File: config.mk
export PLATFORM = sky130hd
export DESIGN_NAME = serial_compare_lsb
export DESIGN_NICKNAME = d
export VERILOG_FILES = /design/src/rtl/serial_compare_lsb.sv
export SDC_FILE = /design/constraint.sdc
export NUM_CORES = 1
export LEC_CHECK = 0
export ABC_AREA = 1
export CORE_MARGIN = 2
export CORE_UTILIZATION = 51
export DETAILED_ROUTE_END_ITERATION = 7
export GPL_TIMING_DRIVEN = 0
export PLACE_DENSITY = 0.77
export SYNTH_ARGS = -nofsm -noshare
export SYNTH_HDL_FRONTEND = slang
export SYNTH_SLANG_ARGS = --single-unit
File: constraint.sdc
create_clock -name clk -period 1.3 [get_ports clk]
set_input_delay 0.195 -clock clk [delete_from_list [all_inputs] [get_ports clk]]
set_output_delay 0.195 -clock clk [all_outputs]
set_load 0.05 [all_outputs]
File: src/rtl/serial_compare_lsb.sv
// Serial unsigned magnitude comparator: one 2-bit slice per clock, LSB slice first.
// Later (more significant) differing slices override earlier decisions.
module serial_compare_lsb #(
    parameter int unsigned S = 8
) (
    input  logic         clk,
    input  logic         rst,
    input  logic         start,
    input  logic [S-1:0] A,
    input  logic [S-1:0] B,
    output logic         busy,
    output logic         done,
    output logic         EQ,
    output logic         LT
);

    localparam int unsigned NSLICE = S / 2;
    localparam int unsigned CW     = $clog2(NSLICE + 1);

    typedef enum logic [1:0] {
        ST_IDLE = 2'd0,
        ST_RUN  = 2'd1,
        ST_DONE = 2'd2
    } state_t;

    state_t        state_q;
    logic [S-1:0]  sa_q, sb_q;
    logic [CW-1:0] cnt_q;
    logic          req_q, rlt_q, req_d, rlt_d;
    logic          busy_q, done_q, eq_q, lt_q;
    logic [1:0]    slice_a, slice_b;

    // Fold the current slice into the running flags.
    always_comb begin
        slice_a = sa_q[1:0];
        slice_b = sb_q[1:0];
        req_d   = req_q;
        rlt_d   = rlt_q;
        if (slice_a != slice_b) begin
            req_d = 1'b0;
            rlt_d = (slice_a < slice_b);
        end
    end

    always_ff @(posedge clk) begin
        if (rst) begin
            state_q <= ST_IDLE;
            sa_q    <= '0;
            sb_q    <= '0;
            cnt_q   <= '0;
            req_q   <= 1'b0;
            rlt_q   <= 1'b0;
            busy_q  <= 1'b0;
            done_q  <= 1'b0;
            eq_q    <= 1'b0;
            lt_q    <= 1'b0;
        end else begin
            case (state_q)
                ST_IDLE, ST_DONE: begin
                    done_q <= 1'b0;
                    if (start) begin
                        sa_q    <= A;
                        sb_q    <= B;
                        req_q   <= 1'b1;
                        rlt_q   <= 1'b0;
                        cnt_q   <= CW'(NSLICE);
                        busy_q  <= 1'b1;
                        state_q <= ST_RUN;
                    end else begin
                        busy_q  <= 1'b0;
                        state_q <= ST_IDLE;
                    end
                end
                ST_RUN: begin
                    sa_q  <= sa_q >> 2;
                    sb_q  <= sb_q >> 2;
                    cnt_q <= cnt_q - CW'(1);
                    req_q <= req_d;
                    rlt_q <= rlt_d;
                    if (cnt_q == CW'(1)) begin
                        eq_q    <= req_d;
                        lt_q    <= rlt_d;
                        done_q  <= 1'b1;
                        busy_q  <= 1'b0;
                        state_q <= ST_DONE;
                    end
                end
                default: begin
                    busy_q  <= 1'b0;
                    done_q  <= 1'b0;
                    state_q <= ST_IDLE;
                end
            endcase
        end
    end

    assign busy = busy_q;
    assign done = done_q;
    assign EQ   = eq_q;
    assign LT   = lt_q;

endmodule

==> impl_metrics.csv, run 1 <==
group,metric,value,unit
status,status,"complete, no violations",
route,first_pass_iters,4,
yosys,synth-seq-area-share,0.403,
grt,grt-ovfl-total,0,
route,route.detailed.drc,0,
worst_setup_path,path_delay_family,"buffers and inverters",
yosys,syn_inst,206,
clocking,cts_hold_buffers,0,
timing,finalMaxSlewViolations,0,
clocking,cts_num_sinks,27,
placed_design,gp_congestion,0.785,
clocking,cts_root_buf,"clkbuf_4",
route,ant_nets,0,
floorplan,die-area,0.00306,sq mm
timing,rsz0062_at_grt,"no",
power,cellPowerDensity,1100,mW/mm^2
clocking,cts_htree_levels,1,
yosys,synth_simple_gate_area_frac,0.341,
job,cap_violations,0,
final_layout,nFillCells,245,
worst_setup_path,critPathKind,"register to output pin",
yosys,synth_nets,229,
clocking,clockBufferDepth,2,
placed_design,dp_slack,-0.132,ns
timing,max_clock_freq,803,MHz
worst_setup_path,startpoint_type,"register",
timing,worst_slack,0.0553,ns
final_layout,nNetsFinal,255,
worst_setup_path,critPathMaxFanout,2,
route,wire_per_inst,11.0,um
yosys,synth_area_leaders,"dfxtp_1, nand2_1, inv_1, nor2_1, nor3_1",
placed_design,dpl.cell_count,257,
floorplan,std_cell_rows,18,
floorplan,coreArea,0.00248,sq mm
grt,grt_pass1_wl,4.91,mm
yosys,yosysUniqueCellTypes,18,
timing,skew,0.00434,ns
final_layout,insertedDiodeCount,0,
min_path,hp-class,"input pin to register",
min_path,hp-start,"rst",
timing,worst_pin_slew,0.279,ns
yosys,synth_xor_area_frac,0.00653,
final_layout,layout.cells.non_filler,261,
worst_setup_path,end_kind,"output pin",
floorplan,start_util,0.541,
floorplan,pin_count,23,
clocking,cts_tree,"yes",
timing,max_slew_margin,0.815,
grt,grt_usage,0.199,
worst_setup_path,crit_arrival,1.05,ns
final_layout,drive_gt1_frac,0.130,
worst_setup_path,r2r_start,"state_q[1]",
yosys,synth_warnings,0,
yosys,yosys-mux-area-fraction,0,
clocking,clock_latency,0.32,ns
placed_design,portBuffers,21,
worst_setup_path,crit_path_max_incr_delay,0.37,ns
timing,period_share,0.957,
worst_setup_path,cp_num_buf_inv,1,
worst_setup_path,slowest_stage,"clkdlybuf4s15_2",
timing,finalSetupViolations,0,
route,via_count,1227,
placed_design,dp_hpwl,2.11,mm
final_layout,postLayoutCellArea,0.00163,sq mm
route,post_drt_via_cell_ratio,4.70,
worst_setup_path,path_cells,"clkdlybuf4s15_2",
power,finalPower,1.80,mW
floorplan,die_width,55.3,um
yosys,yosys.area.top_type_share,0.403,
placed_design,placed_area,0.00159,sq mm
yosys,syn_area,0.00134,sq mm
clocking,tritoncts.num_buffers,3,
final_layout,layout_common_cells,"nand2_1, inv_1, dfxtp_1, nor2_1, clkdlybuf4s50_1",
floorplan,die_height,55.3,um
yosys,synth_compound_area_frac,0.0597,
grt,antenna_found_initial,0,
route,drt_wl_total,2.86,mm
grt,grt_pass1_vias,1145,
yosys,synthAdderAreaFrac,0.0373,
timing,post-route-min-period,1.24,ns
final_layout,areaGrowthSynthToFinish,21.6,%
grt,grt_max_degree,15,
worst_setup_path,cp-startpoint,"EQ",
timing,finalHoldViolations,0,
power,power.leakage,0.806,nW
yosys,syn-mean-instance-area,6.51,sq um
worst_setup_path,r2r_slack,0.10,ns
yosys,synth_top_family_by_area,"simple AND/OR/NAND/NOR gates",
power,vdd_drop_max,0.762,mV
yosys,ys_ff_latch,27,
clocking,clk_pin_slew_worst_paths,0.15,ns
final_layout,layout_commonest_cell,"nand2_1",
yosys,synth_top_area_cell,"dfxtp_1",
route,initialDrtViolationCount,32,
worst_setup_path,required,1.11,ns
==> sequential cells by signal, indices dropped and copies added, names as in the netlist <==
name     count
EQ           1
sb_q         8
cnt_q        3
busy         1
done         1
sa_q         8
LT           1
state_q      2
rlt_q        1
req_q        1
==> worst paths after layout <==
check             endpoint  cells after the start
setup / recovery        EQ                      1
hold / removal     sb_q[7]                      2
setup reg to reg   sa_q[6]                      7
hold reg to reg       busy                      2
==> repair_timing <==
action	in CTS	in global routing
gates resized for setup	12	5
buffers inserted	0	0
endpoints found under the setup margin	4	8
endpoints found under the hold margin	0	0
cloned	0	0
==> power breakdown <==
| group | switching [mW] | total [mW] | leakage (nW) | internal (mW) |
|---|---|---|---|---|
| clock network | 0.247 | 0.367 | 0.0150 | 0.120 |
| registers | 0.0371 | 0.944 | 0.223 | 0.907 |
| logic | 0.294 | 0.488 | 0.568 | 0.194 |
==> through the flow <==
step	hold slack, ns	util	TNS, ns
2_1_floorplan	0.337	-	0
3_3_place_gp	0.455	0.641	-1.10
3_5_place_dp	0.453	0.641	-1.50
4_1_cts	0.179	0.654	0
5_1_grt	0.202	0.659	0
6_report	0.185	0.659	0
==> cells in the mapped netlist <==
master   count
buf_2        3
buf_4        2
xor2_1       1
dfxtp_1     27
nor2_1      26
a21oi_2      4
ha_1         4
buf_6        1
inv_2        3
nand3_1      3
nor2_4       1
inv_4        2
a21oi_1      4
nand2_2      3
nor3_1      12
o21ai_1      5
inv_1       37
nand2_1     68
==> kinds of logic (layout without fill, tap and decap cells) <==
group	after synthesis	count (layout)
and+or+nand+nor	113	113
buffers and inverters	48	73
DFF	27	27
AOI/OAI and AO/OA	13	13
adders and majority gates	4	4
xor gates and xnor gates	1	1
==> area by class of cell <==
cell class	instances	area, sq um	share of cell area
multi-input combinational	131	602	0.369
sequential	27	543	0.333
timing repair buffer	21	215	0.132
inverter	42	163	0.0997
buffer	6	45.0	0.0276
tap	30	37.5	0.0230
clock buffer	4	26.3	0.0161
==> metal layers <==
metal  track usage  share of wire  vias to the layer above
li1              -              -                      653
met1         0.253           0.47                      551
met2         0.342           0.49                       21
met3        0.0281          0.034                        2
met4        0.0697         0.0059                        0
met5             0              0                        -
No activity file was read; power rests on OpenSTA's default activity.
==> run 2, diff against run 1 <==
ABC_CLOCK_PERIOD_IN_PS = 1300   (was unset)
==> results of run 2 <==
No change in the layout: final DEF, timing and power equal those of run 1.
